===== config.mk =====
export PLATFORM = sky130hd
export DESIGN_NAME = cpu_step_ctrl
export DESIGN_NICKNAME = d
export VERILOG_FILES = /design/src/rtl/cpu_step_ctrl.sv
export SDC_FILE = /design/constraint.sdc
export NUM_CORES = 1
export LEC_CHECK = 0
export BUFFER_PORTS_ARGS = -buffer_cell sky130_fd_sc_hd__buf_4
export CAP_MARGIN = 20
export CORE_MARGIN = 3
export CORE_UTILIZATION = 45
export DETAILED_ROUTE_END_ITERATION = 8
export PLACE_DENSITY = 0.71
export RECOVER_POWER = 50
export SETUP_SLACK_MARGIN = 0.05
export SYNTH_ARGS = -nofsm -noshare
export SYNTH_HDL_FRONTEND = slang
export SYNTH_SLANG_ARGS = --single-unit

===== constraint.sdc =====
create_clock -name clk -period 4.1 [get_ports clk]
set_input_delay 0.41 -clock clk [delete_from_list [all_inputs] [get_ports clk]]
set_output_delay 0.41 -clock clk [all_outputs]
set_load 0.005 [all_outputs]

===== src/rtl/cpu_step_ctrl.sv =====
// CPU clock-enable sequencer: free-run / single-step / halt control driven by a synchronized clk_div.
// Optional macro STEP_CNT_EN adds a 16-bit wrapping count of issued cpu_ce pulses.
//
// state  | meaning
// IDLE   | waiting; no cpu_ce; debounced press enters STEP, run_mode enters RUN
// STEP   | issue exactly one cpu_ce on the next tick, then back to IDLE
// RUN    | one cpu_ce per tick while run_mode=1
// HALTED | halt requested; leave only when halt=0 and run_mode=0
module cpu_step_ctrl #(
    parameter int unsigned DEB_TICKS = 4
) (
    input  logic        clk,
    input  logic        rst_n,
    input  logic        clk_div,
    input  logic        run_mode,
    input  logic        step_btn,
    input  logic        halt,
    output logic        cpu_ce,
    output logic [1:0]  state_o,
    output logic [15:0] step_cnt
);

    typedef enum logic [1:0] {
        IDLE   = 2'b00,
        STEP   = 2'b01,
        RUN    = 2'b10,
        HALTED = 2'b11
    } state_t;

    localparam logic [3:0] DEB_LAST = 4'(DEB_TICKS - 1);

    logic       div_s1_q, div_s2_q, div_hist_q;
    logic       btn_s1_q, btn_s2_q;
    logic [1:0] arm_q;
    logic       armed;
    logic       tick;

    logic       btn_db_q, btn_db_d;
    logic [3:0] deb_cnt_q, deb_cnt_d;
    logic       press_q, press_d;

    state_t     state_q;
    logic       cpu_ce_q;

    // arm_q holds off tick and press until the synchronizers and history
    // flop carry real samples, so levels present at reset release are not edges.
    assign armed = (arm_q == 2'd3);
    assign tick  = div_s2_q & ~div_hist_q & armed;

    always_ff @(posedge clk or negedge rst_n) begin
        if (!rst_n) begin
            div_s1_q   <= 1'b0;
            div_s2_q   <= 1'b0;
            div_hist_q <= 1'b0;
            btn_s1_q   <= 1'b0;
            btn_s2_q   <= 1'b0;
            arm_q      <= 2'd0;
        end else begin
            div_s1_q   <= clk_div;
            div_s2_q   <= div_s1_q;
            div_hist_q <= div_s2_q;
            btn_s1_q   <= step_btn;
            btn_s2_q   <= btn_s1_q;
            if (!armed) begin
                arm_q <= arm_q + 2'd1;
            end
        end
    end

    // While unarmed, btn_db follows the synchronized button so a button held
    // through reset is absorbed without producing a press.
    always_comb begin
        deb_cnt_d = deb_cnt_q;
        btn_db_d  = btn_db_q;
        press_d   = 1'b0;
        if (!armed) begin
            btn_db_d  = btn_s2_q;
            deb_cnt_d = 4'd0;
        end else if (tick) begin
            if (btn_s2_q == btn_db_q) begin
                deb_cnt_d = 4'd0;
            end else if (deb_cnt_q == DEB_LAST) begin
                btn_db_d  = btn_s2_q;
                deb_cnt_d = 4'd0;
                press_d   = btn_s2_q;
            end else begin
                deb_cnt_d = deb_cnt_q + 4'd1;
            end
        end
    end

    always_ff @(posedge clk or negedge rst_n) begin
        if (!rst_n) begin
            btn_db_q  <= 1'b0;
            deb_cnt_q <= 4'd0;
            press_q   <= 1'b0;
        end else begin
            btn_db_q  <= btn_db_d;
            deb_cnt_q <= deb_cnt_d;
            press_q   <= press_d;
        end
    end

    // press_q is a single-cycle pulse consumed only in IDLE, so presses seen
    // in any other state are dropped rather than queued.
    always_ff @(posedge clk or negedge rst_n) begin
        if (!rst_n) begin
            state_q  <= IDLE;
            cpu_ce_q <= 1'b0;
        end else begin
            cpu_ce_q <= tick & ~halt & ((state_q == RUN) | (state_q == STEP));
            case (state_q)
                IDLE: begin
                    if (halt)          state_q <= HALTED;
                    else if (run_mode) state_q <= RUN;
                    else if (press_q)  state_q <= STEP;
                end
                RUN: begin
                    if (halt)           state_q <= HALTED;
                    else if (!run_mode) state_q <= IDLE;
                end
                STEP: begin
                    if (halt)      state_q <= HALTED;
                    else if (tick) state_q <= IDLE;
                end
                HALTED: begin
                    if (!halt && !run_mode) state_q <= IDLE;
                end
                default: state_q <= IDLE;
            endcase
        end
    end

    assign cpu_ce  = cpu_ce_q;
    assign state_o = state_q;

`ifdef STEP_CNT_EN
    logic [15:0] step_cnt_q;

    always_ff @(posedge clk or negedge rst_n) begin
        if (!rst_n) begin
            step_cnt_q <= 16'h0000;
        end else if (cpu_ce_q) begin
            step_cnt_q <= step_cnt_q + 16'd1;
        end
    end

    assign step_cnt = step_cnt_q;
`else
    assign step_cnt = 16'h0000;
`endif

endmodule


After elaboration in Yosys (flattened, before gate mapping)

Cells that the tools add are included.

Shifts and indexed selects: 0
Eq/ne operators: 13
Div/mod/pow operators: 0
Reductions and logical operators: 6
Bitwise gates (word level): 7
Multiplexer cells: 21
Magnitude comparators: 0
Add/subtract/negate cells: 2
Multipliers: 0

Operators by type and width:

| cell                                                                     | count |
|---|---|
| 2-bit 2-to-1 mux                                                         | 8 |
| 4-bit 2-to-1 mux                                                         | 4 |
| 1-bit 2-to-1 mux                                                         | 8 |
| 2-bit case mux with 4 select lines                                       | 1 |
| 2-bit == test (second input constant)                                    | 3 |
| 3-bit inequality test (second input constant)                            | 2 |
| 4-bit by 1-bit adder with 4-bit output (second input constant)           | 1 |
| 1-bit AND                                                                | 4 |
| 4-bit by 2-bit == test with 1-bit output (second input constant)         | 1 |
| 2-bit by 1-bit inequality test with 1-bit output (second input constant) | 2 |
| 2-bit inequality test (second input constant)                            | 2 |
| 4-bit inequality test (second input constant)                            | 1 |
| 4-bit AND reduction                                                      | 1 |
| 3-bit AND reduction                                                      | 1 |
| 2-bit by 1-bit adder with 2-bit output (second input constant)           | 1 |
| 2-bit by 1-bit == test with 1-bit output (second input constant)         | 1 |
| 1-bit zero test                                                          | 2 |
| 2-bit zero test                                                          | 1 |
| 1-bit inverter                                                           | 2 |
| 1-bit == test                                                            | 1 |
| 1-bit logical AND                                                        | 1 |
| 1-bit bitwise OR                                                         | 1 |

Word-level logic and storage cells: 60
Bits of input ports: 6
Memories: 0
Output and inout port bits: 19
ROM bits: 0
Register bits after elaboration: 16
Bits in latches: 0
RAM bits: 0

Depth between registers and ports, before layout

Gate-level depths: netlist of the first run.

Word-level depth: 6
Depth in mapped cells: 6
Gate-level depth less buffers: 6

Worst setup path before layout of the first run

OpenSTA, ideal clock, no wires.

Path kind: reg2reg
From: register arm_q[0]
To: register deb_cnt_q[3]
Arrival: 1.403 ns
Data required time: 4.023 ns
Clock period less this slack: 1.480 ns
Cell stages (with the launch flop): 5
Path slack: 2.620 ns
Path through: dfrtp_1 > ha_1 > and2_4 > or4_1 > a21oi_1

Longest elaborated chain between the ends: 3
Elaborated cells on any way between the ends: 4
Those cells by class: eq/ne: 2; mux: 1; bitwise: 1

Ends and longest elaborated chain:

| element                                                           | RTL line | source |
|---|---|---|
| from (decl)                                                       | 34       | `logic [1:0] arm_q;` |
| from (signal assigned)                                            | 65       | `arm_q <= arm_q + 2'd1;` |
| 2-bit == test *                                                   | 47       | `assign armed = (arm_q == 2'd3);` |
| 1-bit AND                                                         | 48       | `assign tick = div_s2_q & ~div_hist_q & armed;` |
| 2-bit by 1-bit inequality test with 1-bit output (no source line) | --       |  |
| to (signal assigned)                                              | 99       | `deb_cnt_q <= deb_cnt_d;` |
| to (decl)                                                         | 39       | `logic [3:0] deb_cnt_q, deb_cnt_d;` |

Every way passes the cells marked *; elsewhere a longest branch is shown, timed or not.
A chain may end at the register's enable or synchronous reset.

Worst setup path after layout of the first run

From: register arm_q[0]
To: register deb_cnt_q[2]

Same word-level chain as after synthesis.

==> flow_metrics.env, run 1 <==
export IMPL_timing_final_hold_violations=0
export IMPL_timing_critical_path_arrival_ns=1.83
export IMPL_worst_setup_end_kind="flop"
export IMPL_grt_first_pass_wirelength_um=2140
export IMPL_worst_slew_pin_slew_ns=0.811
export IMPL_power_density_nw_per_um2=491
export IMPL_timing_critical_path_from_type="flop"
export IMPL_crit_fanout=6
export IMPL_globalplace_congestion=0.747
export IMPL_post_dp_hpwl_um=962
export IMPL_post_drt_via_cell_ratio=4.68
export IMPL_grt_total_usage_pct=11.7
export IMPL_clk_insertion_delay_late_ns=0.29
export IMPL_cts_htree_levels=1
export IMPL_cell_type_contributing_the_most_total_cell_area_after_synthesis="sky130_fd_sc_hd__dfrtp_1"
export IMPL_detail_route_drc_violations=0
export IMPL_ys_top_cells_by_area="sky130_fd_sc_hd__dfrtp_1 (46%), sky130_fd_sc_hd__buf_4 (14%), sky130_fd_sc_hd__ha_1 (8.6%)"
export IMPL_rsz0062_at_grt="false"
export IMPL_crit_path_start="arm_q[0]"
export IMPL_period_needed_ns=1.61
export IMPL_worstReg2RegStart="arm_q[0]"
export IMPL_fp_dieW_um=50.0
export IMPL_num_nets_final=103
export IMPL_synth_area_um2=871
export IMPL_clock_sinks=16
export IMPL_final_setup_tns_ns=0
export IMPL_place_worst_setup_slack_ns=2.49
export IMPL_n_antenna_cell=0
export IMPL_vdd_ir_drop_worst_uv=270
export IMPL_drt_first_iter_violations=3
export IMPL_synthToLayoutAreaGrowth_pct=8.05
export IMPL_synth_main_ff_cell="sky130_fd_sc_hd__dfrtp_1"
export IMPL_status="finished clean"
export IMPL_boundary_pins=25
export IMPL_setup_reg_to_reg_worst_slack_ns=2.49
export IMPL_fin_ws_ns=2.49
export IMPL_worst_endpoint_required_ns=4.31
export IMPL_critical_path_slowest_cell="sky130_fd_sc_hd__or4b_1"
export IMPL_synth_lib_cells_used_distinct=28
export IMPL_ys_seq_elements=16
export IMPL_worstSetupEndpoint="deb_cnt_q[2]"
export IMPL_syn_mean_instance_area_um2=11.2
export IMPL_met2_layer_wire_length_in_the_routed_design_um=563
export IMPL_crit_path_max_incr_delay_ns=0.51
export IMPL_synth_top_area_share_pct=46.0
export IMPL_die_h_um=50.0
export IMPL_die_area_um2=2500
export IMPL_postRouteWirelength_um=1200
export IMPL_post_cts_setup_buffer_count=0
export IMPL_sum_of_overflow_across_all_layers_after_global_routing=0
export IMPL_antenna_found_initial=0
export IMPL_grt_start_max_net_pins=17
export IMPL_drt_pass1_iterations=4
export IMPL_port_buffers=8
export IMPL_timing_final_crit_share_pct=39.4
export IMPL_finish_utilization_pct=52.8
export IMPL_tritoncts="built"
export IMPL_remaining_max_slew_budget_at_the_tightest_pin_pct=45.9
export IMPL_timing_critical_path_cells="ha_1, and2_4, or4b_1, a21oi_1"
export IMPL_timing_max_transition_violations_final=0
export IMPL_timing_max_cap_violations=0
export IMPL_met3WireLength_um=109
export IMPL_fillCellCount=166
export IMPL_placementRows=15
export IMPL_multiInputGateArea_um2=395
export IMPL_async_flop_share_pct=100
export IMPL_fin_skew_ns=0.00252
export IMPL_fin_total_pwr_uw=462
export IMPL_yosysSeqAreaShare_pct=46.0
export IMPL_ant_nets=0
export IMPL_yosysWarnings=0
export IMPL_initial_core_util_pct=48.8
export IMPL_numCtsBuffers=3
export IMPL_worstRegToRegCells=4
export IMPL_route_vias_total=538
export IMPL_setup_viol=0
export IMPL_met1Wirelength_um=501
export IMPL_clk_pin_slew_ns=0.09
export IMPL_p_leak_nw=0.457
export IMPL_floorplan_core_area_um2=1780
export IMPL_drive_gt1_share_pct=18.9
export IMPL_max_clock_path_buffers=2
export IMPL_critPathKind="reg -> reg"
export IMPL_synth_top_cells_by_count="sky130_fd_sc_hd__buf_4 (16), sky130_fd_sc_hd__dfrtp_1 (16), sky130_fd_sc_hd__ha_1 (6)"
export IMPL_fmaxAchievable_ghz=0.620
export IMPL_post_synth_inst_count=78
export IMPL_worst_hold_path_type="in -> reg"
export IMPL_highest_signal_layer="met4"
export IMPL_drt_wl_cell_um=10.5
export IMPL_capture_instance_of_the_worst_register_to_register_path="deb_cnt_q[2]"
export IMPL_first_global_vias=495
export IMPL_cts_root_buffer_cell="sky130_fd_sc_hd__clkbuf_4"
export IMPL_ff_latch_area_um2=400
export IMPL_synth_edff_count=0
==> layer usage <==
metal	global-route usage, %	up-vias
met4	6.91	0
met5	0	-
met1	13.4	245
met3	5.44	5
li1	-	263
met2	17.6	25
==> area by class of cell <==
type / instances / share of cell area, %
repair buffers: 9 / 7.05
multi-input cells: 58 / 42.0
flip-flops and latches: 16 / 42.6
well taps: 25 / 3.32
inverters: 3 / 1.20
clock buffers: 4 / 3.86
==> logic make-up after synthesis <==
kind of cell	count (synthesis)	share of synthesized area, %
xor gates and xnor gates	2	2.01
other	1	0.431
buffers and inverters	19	15.1
DFF	16	46.0
muxes	2	2.59
adders and majority gates	6	8.62
AOI/OAI and AO/OA	13	10.3
and+or+nand+nor	19	14.9
==> per-stage QoR <==
| step | instance area, um2 | std cells | hold WS (ns) |
|---|---|---|---|
| 3_5_place_dp | 898 | 110 | 0.276 |
| 6_report | 941 | 115 | 0.247 |
| 4_1_cts | 945 | 115 | 0.207 |
| 5_1_grt | 941 | 115 | 0.213 |
| 2_1_floorplan | 927 | 93 | 0.114 |
| 3_3_place_gp | 898 | 110 | 0.277 |
==> how the worst min path moves through the flow <==
stage | from | to | slack, ns | cells after the start
2_1_floorplan | rst_n | arm_q[0] | 0.11 | 0
3_3_place_gp | rst_n | deb_cnt_q[2] | 0.28 | 1
3_5_place_dp | rst_n | deb_cnt_q[2] | 0.28 | 1
4_1_cts | clk_div | div_s1_q | 0.21 | 1
5_1_grt | clk_div | div_s1_q | 0.21 | 1
6_report | clk_div | div_s1_q | 0.25 | 1
==> critical path: cells and delay by family, from the launching register on <==
kind | cells | cell delay [ns]
AO/OA/AOI/OAI | 1 | 0.17
adder cells (fa/ha/maj) | 1 | 0.28
flip-flops | 1 | 0.40
AND/OR/NAND/NOR | 2 | 0.69
==> power breakdown <==
part	internal, mW	switching (mW)
logic	0.0756	0.0714
registers	0.186	0.0280
clock network	0.0541	0.0470
total	0.316	0.146
==> registers in the layout, summed over array words and instances (netlist names) <==
name and count:
press_q 1, btn_s2_q 1, div_s2_q 1, cpu_ce 1, div_hist_q 1, arm_q 2
deb_cnt_q 4, btn_db_q 1, state_o 2, div_s1_q 1, btn_s1_q 1
==> placed cells by master, fill, tap and decap left out, types with 3 or more instances in the layout <==
cell type | synthesis | routed
sky130_fd_sc_hd__o21ai_0 | 3 | 3
sky130_fd_sc_hd__nor2_1 | 3 | 3
sky130_fd_sc_hd__ha_1 | 6 | 6
sky130_fd_sc_hd__clkbuf_4 | 0 | 5
sky130_fd_sc_hd__buf_4 | 16 | 5
sky130_fd_sc_hd__dfrtp_1 | 16 | 16
sky130_fd_sc_hd__a21oi_1 | 3 | 3
sky130_fd_sc_hd__conb_1 | 1 | 16
sky130_fd_sc_hd__inv_1 | 3 | 3
==> timing repair <==
item,4_1_cts,5_1_grt
resized for setup,0,0
endpoints found under the hold margin,16,0
hold buffers,1,0
(Power assumes the default switching activity.)
==> inputs of run 2 (changes only) <==
--- a/config.mk
+++ b/config.mk
@@ -10,7 +10,7 @@
 export CORE_MARGIN = 3
 export CORE_UTILIZATION = 45
 export DETAILED_ROUTE_END_ITERATION = 8
-export PLACE_DENSITY = 0.71
+export PLACE_DENSITY = 0.73
 export RECOVER_POWER = 50
 export SETUP_SLACK_MARGIN = 0.05
 export SYNTH_ARGS = -nofsm -noshare
==> constraint.sdc (replaced) <==
create_clock -name clk -period 1.4 [get_ports clk]
set_input_delay 0.14 -clock clk [delete_from_list [all_inputs] [get_ports clk]]
set_output_delay 0.14 -clock clk [all_outputs]
set_load 0.005 [all_outputs]
==> run 2 against run 1 <==
Effect of this change: the flow now finishes with violations (negative setup slack); clock skew rose by 0.0050 ns; count of clock-buffer cells in the layout did not move; worst hold slack got worse by 0.20 ns; largest power group is now combinational cells; via count rose by 16%; die area did not move; first-iteration DRC count rose by 130%; fmax rose by 14%.
==> flow_metrics.env, run 2 (synthesis gave the netlist of run 1 again) <==
export IMPL_place_worst_setup_slack_ns=-0.0128
export IMPL_final_instance_count_excl_fill=133
export IMPL_setup_reg_to_reg_worst_slack_ns=-0.02
export IMPL_finalInstanceArea_um2=1160
export IMPL_register_ranked_first_by_flip_flop_count="deb_cnt_q"
export IMPL_drt_wl_cell_um=11.4
export IMPL_critPathKind="reg -> reg"
export IMPL_worstHoldEndpoint="cpu_ce"
export IMPL_antenna_found_initial=0
export IMPL_die_area_um2=2500
export IMPL_layout_common_cells="sky130_fd_sc_hd__buf_4 (20), sky130_fd_sc_hd__conb_1 (16), sky130_fd_sc_hd__dfrtp_1 (16)"
export IMPL_fin_total_pwr_mw=1.61
export IMPL_vdd_ir_drop_worst_uv=1140
export IMPL_clk_pin_slew_ns=0.09
export IMPL_setup_viol=2
export IMPL_total_placed_cells_including_tap_cells=118
export IMPL_clk_insertion_delay_late_ns=0.28
export IMPL_worst_slew_pin_slew_ns=0.841
export IMPL_floorplan_core_area_um2=1780
export IMPL_grt_first_pass_wirelength_um=2400
export IMPL_largest_register_ffs=4
export IMPL_n_antenna_cell=0
export IMPL_num_nets_final=121
export IMPL_mostFrequentLayoutCell="sky130_fd_sc_hd__buf_4"
export IMPL_remaining_max_slew_budget_at_the_tightest_pin_pct=43.9
export IMPL_globalplace_congestion=0.728
export IMPL_grt_start_max_net_pins=17
export IMPL_drt_pass1_iterations=4
export IMPL_numCtsBuffers=3
export IMPL_port_buffers=8
export IMPL_rsz0062_at_grt="true"
export IMPL_timing_max_transition_violations_final=0
export IMPL_timing_critical_path_arrival_ns=1.62
export IMPL_final_setup_tns_ns=-0.0301
export IMPL_initial_core_util_pct=48.8
export IMPL_failed_checks="negative setup slack"
export IMPL_drt_first_iter_violations=7
export IMPL_p_leak_nw=0.548
export IMPL_hold_ws_ns=0.0429
export IMPL_fin_ws_ns=-0.0164
export IMPL_route_vias_total=623
export IMPL_max_clock_path_buffers=2
export IMPL_grt_total_usage_pct=12.7
export IMPL_ant_nets=0
export IMPL_crit_fanout=3
export IMPL_tritoncts="built"
export IMPL_postRouteWirelength_um=1510
export IMPL_sum_of_overflow_across_all_layers_after_global_routing=0
export IMPL_cts_htree_levels=1
export IMPL_boundary_pins=25
export IMPL_cts_root_buffer_cell="sky130_fd_sc_hd__clkbuf_4"
export IMPL_detail_route_drc_violations=0
export IMPL_fin_skew_ns=0.00752
export IMPL_fp_dieW_um=50.0
export IMPL_placementRows=15
export IMPL_timing_final_crit_share_pct=101
export IMPL_post_dp_hpwl_um=980
export IMPL_crit_path_start="state_o[0]"
export IMPL_fmaxAchievable_ghz=0.706
export IMPL_postPlaceCellArea_um2=976
export IMPL_hold_path_startpoint="halt"
export IMPL_timing_max_cap_violations=0
export IMPL_finish_utilization_pct=65.2
export IMPL_worst_hold_path_type="in -> reg"
export IMPL_status="finished, violations left"
export IMPL_post_drt_via_cell_ratio=4.68
export IMPL_number_of_cells_on_the_worst_hold_path=2
export IMPL_period_needed_ns=1.42
export IMPL_timing_final_hold_violations=0
export IMPL_worst_endpoint_required_ns=1.61
export IMPL_capture_instance_of_the_worst_register_to_register_path="state_o[0]"
export IMPL_die_h_um=50.0
export IMPL_drive_gt1_share_pct=43.5
export IMPL_worstReg2RegStart="state_o[0]"
export IMPL_worst_setup_end_kind="flop"
export IMPL_worstRegToRegCells=6
export IMPL_first_global_vias=578
export IMPL_timing_critical_path_from_type="flop"
export IMPL_synthToLayoutAreaGrowth_pct=33.5
export IMPL_clock_sinks=16
export IMPL_power_density_nw_per_um2=1390
## run 2: worst max-delay path, stage by stage, from the launching register on
cell,delay [ns]
sky130_fd_sc_hd__dfrtp_1,0.41
sky130_fd_sc_hd__inv_2,0.07
sky130_fd_sc_hd__ha_2,0.18
sky130_fd_sc_hd__and3b_1,0.17
sky130_fd_sc_hd__a31oi_2,0.18
sky130_fd_sc_hd__o211ai_1,0.14
sky130_fd_sc_hd__o2bb2ai_1,0.19
## run 2: repair_timing
action,CTS,global route
setup endpoints to repair,5,8
hold endpoints to repair,18,0
buffers inserted,4,6
hold buffers,3,0
gates resized for setup,6,14
cloned,0,0
pin swaps,7,10
## run 2: power breakdown
| group | switching (mW) | internal [mW] | leakage [nW] |
|---|---|---|---|
| logic | 0.300 | 0.394 | 0.333 |
| registers | 0.0765 | 0.545 | 0.194 |
| clock network | 0.140 | 0.158 | 0.0210 |
## run 2: worst max path at each step
stage                     depth (start not counted)  slack, ns      endpoint
final                                             6      -0.02    state_o[0]
after global routing                              6      -0.11    state_o[0]
after CTS                                         4      -0.02  deb_cnt_q[2]
after detailed placement                          5      -0.01      btn_db_q
after global placement                            4       0.01  deb_cnt_q[3]
after floorplan                                   4      -0.01  deb_cnt_q[3]
## run 2: final cells by class
| cell class | instances | area, um2 |
|---|---|---|
| sequential | 16 | 400 |
| clock buffer | 4 | 36.3 |
| fill | 137 | 621 |
| multi-input combinational | 58 | 465 |
| timing repair buffer | 27 | 218 |
| tap | 25 | 31.3 |
| inverter | 3 | 11.3 |
## run 2: metal layers
layer | part of all wire [%] | wire length [um] | GRT usage (%)
met1 | 43 | 646 | 14.7
met2 | 50 | 760 | 22.0
met3 | 6.8 | 103 | 4.83
met4 | 0 | 0 | 2.76
met5 | 0 | 0 | 0
==> inputs of run 3 (changes only) <==
==> constraint.sdc (replaced) <==
create_clock -name clk -period 1.2 [get_ports clk]
set_input_delay 0.12 -clock clk [delete_from_list [all_inputs] [get_ports clk]]
set_output_delay 0.12 -clock clk [all_outputs]
set_load 0.005 [all_outputs]
==> run 3 against run 2 <==
Effect of this change: the run still ends with negative setup slack left; worst setup slack got worse by 0.21 ns; count of clock-buffer cells in the layout unchanged; via count shrank 4.5%; register-to-register slack worse by 0.21 ns; die area unchanged; highest routed layer unchanged.
==> flow_metrics.env, run 3 (synthesis gave the netlist of run 1 again) <==
export IMPL_status="finished, violations left"
export IMPL_failed_checks="negative setup slack"
export IMPL_route_vias_total=595
export IMPL_worst_setup_end_kind="flop"
export IMPL_clk_pin_slew_ns=0.10
export IMPL_die_area_um2=2500
export IMPL_num_nets_final=120
export IMPL_worst_hold_path_type="in -> reg"
export IMPL_cts_root_buffer_cell="sky130_fd_sc_hd__clkbuf_4"
export IMPL_grt_total_usage_pct=12.3
export IMPL_grt_first_pass_wirelength_um=2390
export IMPL_fin_ws_ns=-0.224
export IMPL_fp_dieW_um=50.0
export IMPL_finish_utilization_pct=65.8
export IMPL_rsz0062_at_grt="true"
export IMPL_boundary_pins=25
export IMPL_first_global_vias=587
export IMPL_sum_of_overflow_across_all_layers_after_global_routing=0
export IMPL_timing_critical_path_arrival_ns=1.65
export IMPL_fmaxAchievable_ghz=0.702
export IMPL_remaining_max_slew_budget_at_the_tightest_pin_pct=44.8
export IMPL_period_needed_ns=1.42
export IMPL_post_drt_via_cell_ratio=4.51
export IMPL_critPathKind="reg -> reg"
export IMPL_drt_first_iter_violations=4
export IMPL_postPlaceCellArea_um2=1030
export IMPL_die_h_um=50.0
export IMPL_worst_slew_pin_slew_ns=0.828
export IMPL_timing_max_transition_violations_final=0
export IMPL_postRouteWirelength_um=1400
export IMPL_timing_critical_path_from_type="flop"
export IMPL_drive_gt1_share_pct=47.7
export IMPL_largest_register_ffs=4
export IMPL_fillCellCount=140
export IMPL_antenna_found_initial=0
export IMPL_tritoncts="built"
export IMPL_drt_wl_cell_um=10.6
export IMPL_worst_endpoint_required_ns=1.42
export IMPL_numCtsBuffers=3
export IMPL_vdd_ir_drop_worst_uv=1110
export IMPL_fin_skew_ns=0.00744
export IMPL_clock_sinks=16
export IMPL_power_density_nw_per_um2=1610
export IMPL_synthToLayoutAreaGrowth_pct=34.8
export IMPL_cts_htree_levels=1
export IMPL_finalInstanceArea_um2=1170
export IMPL_detail_route_drc_violations=0
export IMPL_clk_insertion_delay_late_ns=0.28
export IMPL_timing_final_crit_share_pct=119
export IMPL_p_leak_nw=0.557
export IMPL_mostFrequentLayoutCell="sky130_fd_sc_hd__buf_4"
export IMPL_post_dp_hpwl_um=1110
export IMPL_setup_viol=8
export IMPL_layout_common_cells="sky130_fd_sc_hd__buf_4 (20), sky130_fd_sc_hd__conb_1 (16), sky130_fd_sc_hd__dfrtp_1 (15)"
export IMPL_initial_core_util_pct=48.8
export IMPL_floorplan_core_area_um2=1780
export IMPL_port_buffers=8
export IMPL_crit_fanout=4
export IMPL_timing_max_cap_violations=0
export IMPL_placementRows=15
export IMPL_grt_start_max_net_pins=17
export IMPL_n_antenna_cell=0
export IMPL_max_clock_path_buffers=2
export IMPL_globalplace_congestion=0.758
export IMPL_drt_pass1_iterations=4
export IMPL_register_ranked_first_by_flip_flop_count="deb_cnt_q"
export IMPL_ant_nets=0
export IMPL_timing_final_hold_violations=0
[run 3: critical path: stages (launching register included)]
cell and delay, ns:
sky130_fd_sc_hd__dfrtp_1 0.42, sky130_fd_sc_hd__ha_4 0.18, sky130_fd_sc_hd__and2_4 0.14, sky130_fd_sc_hd__or4b_4 0.51
sky130_fd_sc_hd__a21oi_2 0.12
[run 3: cell type report]
class                           instances  area, um2  share of cell area (%)
Clock buffer                            4       36.3                    3.09
Sequential cell                        16        402                    34.2
Inverter                                3       11.3                   0.959
Tap cell                               25       31.3                    2.67
Timing Repair Buffer                   26        206                    17.6
Multi-Input combinational cell         58        487                    41.5
[run 3: per-stage QoR]
step / setup TNS (ns) / total power, mW / setup WS [ns] / hold slack, ns / std cells
2_1_floorplan: -0.650 / 1.13 / -0.195 / -0.176 / 93
3_3_place_gp: -0.760 / 1.40 / -0.183 / -0.0150 / 124
3_5_place_dp: -0.941 / 1.43 / -0.214 / -0.00935 / 124
4_1_cts: -0.940 / 1.82 / -0.235 / 0.0200 / 132
5_1_grt: -1.62 / 2.03 / -0.272 / 0.0315 / 132
6_report: -1.02 / 1.88 / -0.224 / 0.0357 / 132
[run 3: worst paths after layout]
kind,from,endpoint,slack (ns),cells past startpoint
max in group asynchronous,rst_n,state_o[1],0.19,2
max reg2reg,arm_q[1],deb_cnt_q[2],-0.22,4
min in group asynchronous,rst_n,deb_cnt_q[1],0.44,2
max,arm_q[1],deb_cnt_q[2],-0.22,4
min,halt,cpu_ce,0.04,2
min reg2reg,btn_s1_q,btn_s2_q,0.35,0
[run 3: what timing repair did]
item	4_1_cts	5_1_grt
resized for setup	3	16
buffers inserted	1	0
endpoints found under the hold margin	18	0
hold buffers	3	0
endpoints found under the setup margin	8	9
pin swaps	5	3
[run 3: per-layer routing]
layer	wire length [um]	track usage (%)	up-vias
met5	0	0	-
li1	-	-	296
met3	91	2.42	0
met2	720	21.1	23
met1	593	15.4	276
met4	0	3.69	0
[run 3: power breakdown]
part / internal (mW) / switching, mW
Sequential: 0.639 / 0.111
Combinational: 0.461 / 0.323
Clock: 0.184 / 0.166
Total: 1.28 / 0.600
